`config.mk`:
```
export PLATFORM = sky130hd
export DESIGN_NAME = uart_tx_ctrl
export DESIGN_NICKNAME = d
export VERILOG_FILES = /design/src/rtl/uart_tx_ctrl.sv
export SDC_FILE = /design/constraint.sdc
export NUM_CORES = 1
export LEC_CHECK = 0
export ABC_AREA = 0
export BUFFER_PORTS_ARGS = -buffer_cell sky130_fd_sc_hd__buf_2
export CELL_PAD_IN_SITES_DETAIL_PLACEMENT = 1
export CELL_PAD_IN_SITES_GLOBAL_PLACEMENT = 2
export CORE_MARGIN = 2
export CORE_UTILIZATION = 27
export DETAILED_ROUTE_END_ITERATION = 10
export PLACE_DENSITY_LB_ADDON = 0.05
export SYNTH_ARGS = -nofsm -noshare
export SYNTH_HDL_FRONTEND = slang
export SYNTH_SLANG_ARGS = --single-unit
```
`constraint.sdc`:
```
create_clock -name CLK -period 2.66 [get_ports CLK]
set_input_delay 0.133 -clock CLK [delete_from_list [all_inputs] [get_ports CLK]]
set_output_delay 0.133 -clock CLK [all_outputs]
set_load 0.03 [all_outputs]
```
`src/rtl/uart_tx_ctrl.sv`:
```
// Purpose : control FSM for a UART transmitter; sequences start, data, optional parity and stop bits.
// Latency : data_load is combinational on the accepting cycle; START appears on the line the next CLK cycle.
// Backpr. : requests are only accepted in IDLE or STOP; Data_Valid is dropped (never queued) mid-frame.
//
// Ports:
//   CLK         bit-rate clock; one cycle is one serial bit period
//   RST         synchronous active-low reset
//   Data_Valid  request to send the word currently on the datapath
//   PAR_EN      frame carries a parity bit (latched at accept)
//   PAR_TYP     parity type (latched at accept, exported as par_typ_q)
//   data_load   accept strobe; datapath captures its word on this edge
//   ser_en      serializer shift enable (DATA only)
//   bit_idx     index of the data bit on the line, LSB first; 0 outside DATA
//   mux_sel     line select: 00 start, 01 stop/idle, 10 data, 11 parity
//   par_typ_q   parity type for the frame in progress
//   busy        frame in progress (START through STOP)
//   frame_done  one-cycle pulse during the STOP bit
module uart_tx_ctrl #(
  parameter int WIDTH = 8
) (
  input  logic                     CLK,
  input  logic                     RST,
  input  logic                     Data_Valid,
  input  logic                     PAR_EN,
  input  logic                     PAR_TYP,
  output logic                     data_load,
  output logic                     ser_en,
  output logic [$clog2(WIDTH)-1:0] bit_idx,
  output logic [1:0]               mux_sel,
  output logic                     par_typ_q,
  output logic                     busy,
  output logic                     frame_done
);

  localparam int CW = $clog2(WIDTH);
  localparam logic [CW-1:0] LAST_IDX = CW'(WIDTH - 1);

  typedef enum logic [2:0] {
    IDLE   = 3'd0,
    START  = 3'd1,
    DATA   = 3'd2,
    PARITY = 3'd3,
    STOP   = 3'd4
  } state_t;

  state_t          state_q;
  state_t          state_d;
  logic [CW-1:0]   cnt_q;
  logic [CW-1:0]   cnt_d;
  logic            par_en_q;
  logic            accept_ok;

  // STOP doubles as an accept slot so back-to-back frames need no idle gap.
  assign accept_ok = (state_q == IDLE) || (state_q == STOP);
  // RST is folded in so no capture strobe reaches the datapath while in reset.
  assign data_load = Data_Valid & accept_ok & RST;

  always_ff @(posedge CLK) begin
    if (!RST) begin
      state_q   <= IDLE;
      cnt_q     <= '0;
      par_en_q  <= 1'b0;
      par_typ_q <= 1'b0;
    end else begin
      state_q <= state_d;
      cnt_q   <= cnt_d;
      // Frame options are frozen at accept so mid-frame input changes are harmless.
      if (data_load) begin
        par_en_q  <= PAR_EN;
        par_typ_q <= PAR_TYP;
      end
    end
  end

  // Next-state and bit counter. The counter is held at zero outside DATA, so it
  // starts every data phase at bit 0 and can never wrap inside it.
  always_comb begin
    state_d = IDLE;
    cnt_d   = '0;
    case (state_q)
      IDLE:   state_d = Data_Valid ? START : IDLE;
      START:  state_d = DATA;
      DATA: begin
        if (cnt_q == LAST_IDX) begin
          state_d = par_en_q ? PARITY : STOP;
        end else begin
          state_d = DATA;
          cnt_d   = cnt_q + CW'(1);
        end
      end
      PARITY: state_d = STOP;
      STOP:   state_d = Data_Valid ? START : IDLE;
      default: state_d = IDLE;  // unused encodings recover to IDLE
    endcase
  end

  // Line-side outputs decoded purely from registered state.
  always_comb begin
    mux_sel    = 2'b01;
    busy       = 1'b0;
    ser_en     = 1'b0;
    frame_done = 1'b0;
    bit_idx    = '0;
    case (state_q)
      START: begin
        mux_sel = 2'b00;
        busy    = 1'b1;
      end
      DATA: begin
        mux_sel = 2'b10;
        busy    = 1'b1;
        ser_en  = 1'b1;
        bit_idx = cnt_q;
      end
      PARITY: begin
        mux_sel = 2'b11;
        busy    = 1'b1;
      end
      STOP: begin
        mux_sel    = 2'b01;
        busy       = 1'b1;
        frame_done = 1'b1;
      end
      default: begin
        mux_sel = 2'b01;
      end
    endcase
  end

endmodule
```
-- Yosys cells after proc, flatten, opt, wreduce, memory -nomap -nowiden
Index checks and enable logic that the tools add are counted.
Widths: inputs -> output; s select.
- add/sub/neg operators: 1
- equality and inequality tests: 5
- mux-type cells: 9
- bitwise gates (word level): 4
- reductions and logical operators: 5
- operators by type and width (kind ; number):
    $pmux 3 s4 ; 1
    $mux 3 ; 3
    $eq 3x2->1 const B ; 2
    $eq 3x3->1 const B ; 2
    $pmux 2 s3 ; 1
    $mux 1 ; 4
    $reduce_or 4->1 ; 1
    $add 3x1->3 const B ; 1
    $eq 3x1->1 const B ; 1
    $logic_not 3->1 ; 1
    $reduce_or 3->1 ; 1
    $and 1x1->1 ; 2
    $not 1->1 ; 2
    $reduce_or 2->1 ; 1
    $logic_or 1x1->1 ; 1
- bits in registers: 8
- input bits: 5
- output and inout port bits: 10
- word-level logic and storage cells: 28

-- Longest topological paths before layout
Gate-level depths: netlist of run 1.
- depth in word-level cells: 4
- depth in mapped cells: 5
- mapped depth without buffers: 5

-- Least setup slack after synthesis of run 1
OpenSTA, ideal clock, no wires.
- path kind: flip-flop to flip-flop
- from: register state_q[1]
- to: register cnt_q[1]
- arrival: 1.228 ns
- required time: 2.602 ns
- slack: 1.375 ns
- stages on the path, launching flop included: 4
- buffers on the path: 0
- cells stage by stage: dfxtp_1 > nor3b_4 > nor3b_2 > and2_2
- word-level cells in the longest chain between the ends: 3
- ends and longest elaborated chain (what ; RTL line ; text):
    from (decl) ; 46 ; state_t state_q;
    from (signal assigned) ; 65 ; state_q <= state_d;
    $eq 3x2->1 ; 80 ; case (state_q)
    $not 1->1 (no source line) ; - ;
    $reduce_or 3->1 (no source line) ; - ;
    to (signal assigned) ; 66 ; cnt_q <= cnt_d;
    to (decl) ; 48 ; logic [CW-1:0] cnt_q;
No other way between the ends.
A chain may end at the register's enable or synchronous reset.

-- Worst setup path after layout of run 1
- from: register state_q[0]
- to: output port data_load
- word-level cells in the longest chain between the ends: 4
- ends and longest elaborated chain (what ; RTL line ; text):
    $eq 3x3->1 or $logic_not 3->1 (tied branches) ; 54 ; assign accept_ok = (state_q == IDLE) || (state_q == STOP);
    $logic_or 1x1->1 * ; 54 ;
    $and 1x1->1 * (2 in series) ; 56 ; assign data_load = Data_Valid & accept_ok & RST;
    to (decl) ; 26 ; output logic data_load,
Mark *: on every way between the ends. The rest lies on a longest branch, timed or not.

==> results of run 1 <==
[final timing paths]
check                                               to                    from  cells past startpoint
worst max-delay path                         data_load   state_q[0]$_SDFF_PN0_                      3
worst min-delay path             par_en_q$_SDFFE_PN0P_                  PAR_EN                      3
worst max register to register     cnt_q[2]$_SDFF_PP0_   state_q[1]$_SDFF_PN0_                      3
worst min register to register  par_typ_q$_SDFFE_PN0P_  par_typ_q$_SDFFE_PN0P_                      2
[synthesized netlist by cell type]
cell type / count / area share (%)
a21oi_1: 1 / 1.2
a32oi_1: 1 / 2.2
and2_1: 2 / 3.1
and2_2: 5 / 9.3
and2b_2: 2 / 4.3
clkbuf_1: 1 / 0.93
dfxtp_1: 8 / 40
ha_1: 2 / 6.2
inv_1: 3 / 2.8
nand2_1: 3 / 2.8
nand2b_1: 2 / 3.1
nand3_1: 2 / 2.5
nand4_1: 1 / 1.5
nor2_1: 1 / 0.93
nor3_1: 1 / 1.2
nor3b_1: 1 / 1.9
nor3b_2: 1 / 3.1
nor3b_4: 1 / 4.6
o21ai_0: 2 / 2.5
o41ai_1: 1 / 2.2
xnor2_1: 1 / 2.2
xor2_1: 1 / 2.2
[flip-flops by register name (all words and copies together) (netlist names)]
| register | count |
|---|---|
| par_en_q | 1 |
| par_typ_q | 1 |
| cnt_q | 3 |
| state_q | 3 |
[layer usage]
layer  global-route usage (%)  wire [um]  vias up
met3                     4.26         35        0
met1                     12.1        411      165
met4                     7.50          0        0
met5                        0          0        -
li1                         -          -      178
met2                     19.7        488        5
[kinds of logic after synthesis]
| family | after synthesis |
|---|---|
| AND/OR/NAND/NOR | 22 |
| buffers and inverters | 4 |
| AO/OA/AOI/OAI | 5 |
| XOR/XNOR | 2 |
| flip-flops | 8 |
| adder cells (fa/ha/maj) | 2 |
[layout make-up]
| cell class | instances | area (um^2) | share of cell area [%] |
|---|---|---|---|
| multi-input combinational | 31 | 230 | 44.9 |
| tap | 15 | 18.8 | 3.66 |
| sequential | 8 | 160 | 31.2 |
| timing repair buffer | 14 | 70.1 | 13.7 |
| clock buffer | 3 | 22.5 | 4.39 |
| inverter | 3 | 11.3 | 2.20 |
[metrics by stage]
stage,worst slack (ps),cells
finish,1040,74
global route,893,74
CTS,1040,74
detailed placement,1330,71
global placement,1380,71
floorplan,1370,43
[power breakdown]
group	internal [uW]	switching (uW)	leakage, uW
Combinational	21.1	37.6	0.000171
Clock	51.8	43.9	0.0000138
Sequential	126	7.11	0.0000652
[worst min-delay path, stage by stage]
cell     delay [ps]
buf_2            80
nand3_1          50
o21ai_0          70
==> summary.txt, run 1 <==
Status
  – Status: complete, no violations

Worst hold path
  – HP Class: primary input to flop

Cells and area
  – # nets final: between 60 and 70
  – Final standard cell area without fillers: ~510 um^2
  – Fill count: roughly 180
  – Commonest non-fill, non-tap cells in the layout: 14 x buf_2, 8 x dfxtp_1, 5 x and2_2
  – Core Util, Final: around 38%
  – Share of layout cells above drive strength 1: about 44%
  – Antenna diodes: 0
  – Most common cell after layout, fill and taps aside: buf_2
  – Area growth, synth to finish: 26.5%

Clocking
  – Maximum clock path buffer count: 2
  – Root Driver: clkbuf_4
  – Postcts setup bufs: 0
  – TritonCTS buffer count: 3
  – CTS tree: yes
  – Hold buffer count at cts: 0
  – TritonCTS Sinks: 8
  – Clock slew at reported path FFs: roughly 60 ps
  – Clk Latency, worst-skew pair: ~250 ps
  – Post-CTS Resized: 0
  – # H-tree levels: 1

Critical path
  – Slowest stage delay, CP: 470 ps
  – Cell family with most CP delay: simple AND/OR/NAND/NOR gates
  – Crit Path Category: flop to output port
  – Worst reg-to-reg setup slack: between 1000 and 1500 ps
  – CP Capture Type: output port
  – Req. time, crit path: around 2500 ps
  – Largest fanout on the critical path: 6
  – Worst path buffer plus inverter count: 1
  – CP Launch Type: flop
  – Arrival @ worst endpoint: around 1500 ps
  – Crit-path cells: nor3b_1, and2_1, buf_2
  – Critical-path top delay cell: nor3b_1

STA
  – Setup-failing EPs final: 0
  – Worst Tran Pin Value: roughly 500 ps
  – RSZ-0062 raised after global routing: no
  – Max_slew headroom: around 67%
  – Post-Route Setup TNS: 0 ps
  – Max-slew violation count: 0
  – Fin Clk Skew: about 3 ps
  – Post-layout min period: ~1600 ps
  – Period utilization: between 60% and 70%
  – Fin. Hold Viols: 0
  – Fin Hold WS: between 100 and 150 ps
  – Max Clock Freq: between 600 and 700 MHz

GRT
  – Initial antenna violation count: 0
  – Total Routing Usage GR: between 10% and 20%
  – Vias in the first global route: between 300 and 400
  – Largest net degree at the start of global routing: 9
  – First-pass GRT wire length: roughly 1500 um
  – Total grt overflow: 0

Logic synthesis
  – Mapped Area: approximately 410 um^2
  – Post-Synthesis Net Count: 50
  – Register bit total from synthesis: 8
  – Syn_area_per_cell: 9.43 um^2
  – Post-synthesis xor/xnor area fraction: 4.32%
  – Post-Synth Adder-Cell Area: roughly 6%
  – Simple-gate portion of the synthesized area: 38.3%
  – Yosys warns: 0
  – Sequential share of the synthesized area: 39.5%
  – Post-synthesis mux area share: 0%
  – Largest family of logic cells by synthesized area: simple AND/OR/NAND/NOR gates
  – Mapped Cells: 43
  – Synth Area in Compound Gates: ~8%
  – Library cells used by synthesis: 22

Routing
  – Final Routed Wirelength: approximately 940 um
  – Via count: ~350
  – DR iter-0 viols: 0
  – Via/cell ratio: approximately 4.7
  – # DRC: 0
  – DR WL/cell: around 13 um
  – Post-DRT Antenna Nets: 0
  – DR pass1 iterations: 1

Floorplan
  – # rows: 13
  – Die Height: between 40 and 50 um
  – Die width: 42.8 um
  – Std-Cell Core Area: roughly 1400 um^2
  – Initial Util: a little under a third
  – Total Die Area: approximately 1800 um^2
  – # IOs: 15

Placed design
  – Area after DPL: roughly 500 um^2
  – Port bufs: 14
  – Detailed Place HPWL: 764 um
  – GP Congestion: about 0.68

Pwr
  – Total chip power: between 200 and 300 uW
  – Leak: approximately 0.00025 uW
  – Power Dens Cells: around 560 nW/um^2
  – VDD IR max: approximately 220 uV

Job
  – Max-cap viol count: 0
Power figures use the tool's default switching activity.
==> run 2: changes to the inputs <==
--- a/config.mk
+++ b/config.mk
@@ -5,12 +5,13 @@
 export SDC_FILE = /design/constraint.sdc
 export NUM_CORES = 1
 export LEC_CHECK = 0
-export ABC_AREA = 0
+export ABC_AREA = 1
 export BUFFER_PORTS_ARGS = -buffer_cell sky130_fd_sc_hd__buf_2
 export CELL_PAD_IN_SITES_DETAIL_PLACEMENT = 1
 export CELL_PAD_IN_SITES_GLOBAL_PLACEMENT = 2
+export CORE_ASPECT_RATIO = 1.2
 export CORE_MARGIN = 2
-export CORE_UTILIZATION = 27
+export CORE_UTILIZATION = 20
 export DETAILED_ROUTE_END_ITERATION = 10
 export PLACE_DENSITY_LB_ADDON = 0.05
 export SYNTH_ARGS = -nofsm -noshare
==> constraint.sdc (replaced) <==
create_clock -name CLK -period 1.3 [get_ports CLK]
set_input_delay 0.065 -clock CLK [delete_from_list [all_inputs] [get_ports CLK]]
set_output_delay 0.065 -clock CLK [all_outputs]
set_load 0.03 [all_outputs]
==> run 2 against run 1 <==
  * Wire length shrank 1.8%
  * Sequential power increased by 100%
  * Sequential share of layout area down 1.5 points
  * Register-to-register slack lost 1200 ps
  * Power grew 100%
  * Worst hold slack lost 71 ps
  * Cell area up 6.8%
  * Clock-buffer cell count unchanged
  * Combinational power is 130% higher
  * Clock skew decreased by 1.7 ps
  * Synthesized cell count rose by 30%
  * Highest routed layer unchanged
==> summary.txt, run 2 <==
Status
  – Status: complete, no violations

Cells and area
  – Fill count: 237
  – Area growth, synth to finish: 40.8%
  – Share of layout cells above drive strength 1: roughly 40%
  – Largest regs: cnt_q (3), state_q (3)
  – Antenna diodes: 0
  – Core Util, Final: 30.0%
  – Final standard cell area without fillers: approximately 550 um^2
  – Commonest non-fill, non-tap cells in the layout: 11 x inv_1, 11 x nor2_1, 9 x buf_2, 7 x nand2_1
  – # nets final: 85

Routing
  – Via count: between 300 and 400
  – Via/cell ratio: approximately 4.2
  – DR WL/cell: 9.66 um
  – # DRC: 0
  – Final Routed Wirelength: 918 um
  – DR iter-0 viols: 0
  – Post-DRT Antenna Nets: 0
  – DR pass1 iterations: 1

Critical path
  – Arrival @ worst endpoint: ~1200 ps
  – Critical-path top delay cell: dfxtp_2
  – Worst path buffer plus inverter count: 3
  – Slowest stage delay, CP: 340 ps
  – Cell family with most CP delay: flip-flops
  – CP Capture Type: output port
  – Largest fanout on the critical path: 5
  – CP most frequent cell: inv_2
  – CP Launch Type: flop
  – Worst reg-to-reg setup slack: between 200 and 250 ps
  – Req. time, crit path: roughly 1200 ps
  – Crit Path Category: flop to output port
  – Crit-path cells: inv_2, nor2_4, nand2_4, inv_2, nor2_1, clkbuf_4

Logic synthesis
  – Synth cell count leaders: 12 x inv_1, 12 x nor2_1, 8 x dfxtp_1, 8 x nand2_1
  – Sequential share of the synthesized area: about two fifths
  – Post-Synthesis Net Count: 63
  – Cell accounting for the most synthesized area: dfxtp_1
  – Synth Area in Compound Gates: 7.07%
  – Post-synthesis xor/xnor area fraction: 0%
  – Syn_area_per_cell: 6.95 um^2
  – Mapped Cells: 56
  – Largest family of logic cells by synthesized area: simple AND/OR/NAND/NOR gates
  – Post-synthesis mux area share: 0%
  – Simple-gate portion of the synthesized area: 31.8%
  – Count of flip-flops with a built-in enable after synthesis: 0
  – Largest cells by area after synthesis: dfxtp_1 41%, inv_1 12%, nor2_1 12%
  – Prevailing post-synth register cell: dfxtp_1
  – Share of the synthesized area in the top cell type: 41.2%
  – Async SR Flop Fraction: 0%
  – Yosys warns: 0
  – Library cells used by synthesis: 12
  – Post-Synth Adder-Cell Area: 6.43%
  – Mapped Area: 389 um^2
  – Register bit total from synthesis: 8

Clocking
  – Maximum clock path buffer count: 2
  – CTS tree: yes
  – TritonCTS buffer count: 3
  – Clk Latency, worst-skew pair: approximately 250 ps
  – # H-tree levels: 1
  – Clock slew at reported path FFs: 50 ps
  – Root Driver: clkbuf_4
  – TritonCTS Sinks: 8
  – Hold buffer count at cts: 0

STA
  – Fin Clk Skew: 1.31 ps
  – Max-slew violation count: 0
  – Period utilization: a little over nine tenths
  – Max Clock Freq: just over 800 MHz
  – Max_slew headroom: between 80% and 90%
  – Setup-failing EPs final: 0
  – Post-Route Setup TNS: 0 ps
  – Worst Tran Pin Value: between 150 and 200 ps
  – Fin. Hold Viols: 0
  – Post-layout min period: between 1000 and 1500 ps

GRT
  – Global-route track usage on met3: around 6.2%
  – Total Routing Usage GR: 9.57%
  – Vias in the first global route: 390
  – Largest net degree at the start of global routing: 6
  – Met1 usage: between 9 and 10%
  – GR peak layer: met2
  – Total grt overflow: 0
  – First-pass GRT wire length: around 1500 um
  – Met2 Usage GRT: around 16%
  – Initial antenna violation count: 0

Placed design
  – Area after DPL: just under 500 um^2
  – Port bufs: 14
  – GP Congestion: 0.629
  – Detailed Place HPWL: ~750 um

Floorplan
  – Die Height: ~52 um
  – Initial Util: 21.3%
  – # IOs: 15
  – Die width: between 40 and 50 um
  – # rows: 17
  – Total Die Area: around 2300 um^2
  – Std-Cell Core Area: roughly 1800 um^2

Job
  – Max-cap viol count: 0

Pwr
  – Leak: approximately 0.00029 uW
  – VDD IR max: 543 uV
  – Power Dens Cells: 1060 nW/um^2

Worst hold path
  – HP Class: primary input to flop
==> run 2: changes by cell type after synthesis, sizes merged, moves of 2 or more <==
cell,change
o21ai,-2
and2,-7
nor2,+12
a21oi,+3
and2b,-2
nand2b,-2
nor3b,-3
nand3,+2
inv,+11
nand2,+7
==> run 2: final cells by class <==
class	instances	area, um^2	area share, %
Sequential cell	8	163	29.7
Timing Repair Buffer	17	105	19.2
Multi-Input combinational cell	34	181	33.1
Inverter	14	52.6	9.59
Clock buffer	3	22.5	4.11
Tap cell	19	23.8	4.34
==> run 2: metal layers <==
metal | wire length (um) | up-vias
met5 | 0 | -
met4 | 0 | 0
met3 | 53 | 0
met2 | 531 | 9
met1 | 333 | 180
li1 | - | 209
==> run 2: kinds of logic after synthesis <==
group | after synthesis
compound gates | 5
flops | 8
buf+inv | 14
simple gates | 27
fa+ha+maj | 2
==> run 2: what timing repair did <==
action,CTS,global route
setup buffers,0,3
endpoints found under the setup margin,0,7
resized for setup,0,12
==> run 2: final timing paths <==
check / from / to / cells past startpoint
min reg2reg: cnt_q[0]$_SDFF_PP0_ / cnt_q[0]$_SDFF_PP0_ / 1
max reg2reg: cnt_q[0]$_SDFF_PP0_ / cnt_q[0]$_SDFF_PP0_ / 5
max: state_q[1]$_SDFF_PN0_ / mux_sel[0] / 6
min: PAR_EN / par_en_q$_SDFFE_PN0P_ / 3
==> run 2: stage by stage <==
| step | total power, uW | hold slack, ps | setup slack (ps) | instances |
|---|---|---|---|---|
| after floorplan | 352 | 185 | 105 | 56 |
| after global placement | 388 | 309 | 207 | 89 |
| after detailed placement | 387 | 304 | 213 | 89 |
| after CTS | 578 | 40.2 | 5.47 | 92 |
| after global routing | 624 | 53.7 | -30.2 | 95 |
| final | 583 | 44.2 | 64.8 | 95 |
==> run 2: worst reg2reg max path, delay by kind of cell, from the launching register on <==
kind          cells  cell delay (ps)
simple gates      3              300
fa+ha+maj         2              400
flops             1              320
==> run 2: power breakdown <==
group | internal (uW) | switching (uW) | total (uW)
Clock | 105 | 78.4 | 184
Sequential | 258 | 7.93 | 266
Combinational | 49.0 | 85.2 | 134
==> run 3: changes to the inputs <==
--- a/config.mk
+++ b/config.mk
@@ -10,7 +10,6 @@
 export CELL_PAD_IN_SITES_DETAIL_PLACEMENT = 1
 export CELL_PAD_IN_SITES_GLOBAL_PLACEMENT = 2
 export CORE_ASPECT_RATIO = 1.2
-export CORE_MARGIN = 2
 export CORE_UTILIZATION = 20
 export DETAILED_ROUTE_END_ITERATION = 10
 export PLACE_DENSITY_LB_ADDON = 0.05
==> run 3 against run 2 <==
  * Largest power group unchanged
  * Highest routed layer unchanged
  * Critical endpoint unchanged
  * Clock skew grew 6.6 ps
  * Register-to-register slack lost 20 ps
  * Critical path depth shrank 1
  * Sequential power is essentially flat
  * Power grew 1.4%
  * Combinational power is essentially flat
==> summary.txt, run 3 (synthesized netlist as in run 2, its figures left out) <==
Clocking
  – TritonCTS Sinks: 8
  – CTS tree: yes
  – TritonCTS buffer count: 3
  – Maximum clock path buffer count: 2
  – Root Driver: clkbuf_4
  – Clock slew at reported path FFs: ~60 ps
  – Clk Latency, worst-skew pair: approximately 250 ps
  – # H-tree levels: 1

Critical path
  – Worst path depth: 5
  – CP Capture Type: output port
  – Crit Path Category: flop to output port
  – Reg-to-reg endpoint: cnt_q[0]$_SDFF_PP0_
  – Critical path endpoint: mux_sel[0]
  – Slowest stage delay, CP: roughly 360 ps
  – R2R depth: 5
  – Worst reg-to-reg setup slack: roughly 200 ps
  – Arrival @ worst endpoint: between 1000 and 1500 ps
  – Crit-path cells: inv_1, nand2_4, inv_2, nor2_1, clkbuf_4
  – CP Launch Type: flop
  – Worst path buffer plus inverter count: 3
  – Req. time, crit path: roughly 1200 ps
  – Crit path from: state_q[0]$_SDFF_PN0_
  – Largest fanout on the critical path: 5
  – Worst reg2reg path startpoint: cnt_q[0]$_SDFF_PP0_
  – Cell family with most CP delay: buffers and inverters
  – Critical-path top delay cell: dfxtp_1

STA
  – RSZ-0062 raised after global routing: yes
  – Max-slew violation count: 0
  – Worst Tran Pin Value: 203 ps
  – Fin Clk Skew: 7.88 ps
  – Post-layout min period: between 1000 and 1500 ps
  – Setup-failing EPs final: 0
  – Fin Hold WS: a little under 40 ps
  – Max Clock Freq: between 800 and 900 MHz
  – Fin. Hold Viols: 0
  – Max_slew headroom: between 80% and 90%
  – Period utilization: roughly 96%

GRT
  – Vias in the first global route: between 300 and 400
  – First-pass GRT wire length: between 1500 and 2000 um
  – Total grt overflow: 0
  – Initial antenna violation count: 0
  – Total Routing Usage GR: 9.70%
  – Largest net degree at the start of global routing: 6

Floorplan
  – # rows: 17
  – # IOs: 15
  – Initial Util: roughly a fifth
  – Die width: between 40 and 50 um
  – Die Height: approximately 50 um
  – Total Die Area: ~2100 um^2
  – Std-Cell Core Area: approximately 1800 um^2

Placed design
  – Area after DPL: just under 500 um^2
  – Port bufs: 14
  – GP Congestion: between 0.6 and 0.7
  – Detailed Place HPWL: between 700 and 800 um

Worst hold path
  – HP Class: primary input to flop

Pwr
  – Clock power frac: 32.7%
  – VDD IR max: ~370 uV
  – Power Dens Cells: between 1000 and 1500 nW/um^2
  – Comb power frac: 22.5%
  – Leak: 0.000288 uW
  – Int Pwr: 412 uW
  – Sequential share of power: around 45%
  – Sw frac: approximately 30%
  – Sw Pwr: roughly 180 uW

Cells and area
  – Commonest non-fill, non-tap cells in the layout: 12 x inv_1, 11 x nor2_1, 10 x buf_2, 7 x nand2_1, 6 x dfxtp_1
  – Final standard cell area without fillers: 546 um^2
  – Antenna diodes: 0
  – Share of layout cells above drive strength 1: 38.2%
  – Area growth, synth to finish: 40.2%
  – Largest regs: cnt_q (3), state_q (3)
  – Core Util, Final: between 20 and 30%
  – Fill count: 240
  – # nets final: 85
  – Most common cell after layout, fill and taps aside: inv_1

Routing
  – DR iter-0 viols: 2
  – DR WL/cell: ~10 um
  – Post-DRT Antenna Nets: 0
  – Final Routed Wirelength: between 900 and 1000 um
  – # DRC: 0
  – DR pass1 iterations: 2
  – Via/cell ratio: 4.06
  – Via count: 386

Job
  – Max-cap viol count: 0

Status
  – Status: complete, no violations
[run 3: per-layer routing]
metal  routed length (um)  GRT usage [%]
met1                  414           12.1
met2                  474           14.9
met3                   44           2.16
met4                    0           6.25
met5                    0              0
[run 3: how the worst min path moves through the flow]
stage / startpoint / to / depth (start not counted)
after detailed placement: PAR_EN / par_en_q$_SDFFE_PN0P_ / 3
after global placement: PAR_EN / par_en_q$_SDFFE_PN0P_ / 3
after global routing: PAR_EN / par_en_q$_SDFFE_PN0P_ / 3
after CTS: PAR_EN / par_en_q$_SDFFE_PN0P_ / 3
final: PAR_EN / par_en_q$_SDFFE_PN0P_ / 3
after floorplan: RST / par_en_q$_SDFFE_PN0P_ / 2
[run 3: layout make-up]
type	count	area, um^2	share of cell area, %
Clock buffer	3	22.5	4.13
Inverter	14	52.6	9.63
Timing Repair Buffer	17	103	18.8
Tap cell	19	23.8	4.36
Sequential cell	8	163	29.8
Multi-Input combinational cell	34	181	33.3
[run 3: repair_timing]
action                     CTS  global route
gates resized for setup      1             9
buffers inserted             0             3
hold buffers                 0             0
pin swaps                    0             1
setup endpoints to repair    1             7
[run 3: power groups by stage]
stage	Combinational [uW]	Sequential (uW)	Clock, uW
after CTS	119	264	202
final	133	265	193
after global placement	118	269	0
after global routing	148	266	209
after detailed placement	118	269	0
after floorplan	79.9	272	0
[run 3: metrics by stage]
step | setup TNS (ps) | setup slack, ps | power, uW | cells
after global placement | 0 | 202 | 388 | 89
after CTS | 0 | 0.912 | 585 | 92
final | 0 | 57.2 | 592 | 95
after detailed placement | 0 | 195 | 387 | 89
after global routing | -30.5 | -16.2 | 624 | 95
after floorplan | 0 | 105 | 352 | 56
[run 3: worst register-to-register path: stages, from the launching register on]
cell     delay [ps]
dfxtp_1         330
ha_1            200
ha_1            210
nor2_1          140
nand2_2          80
nor2_1           80
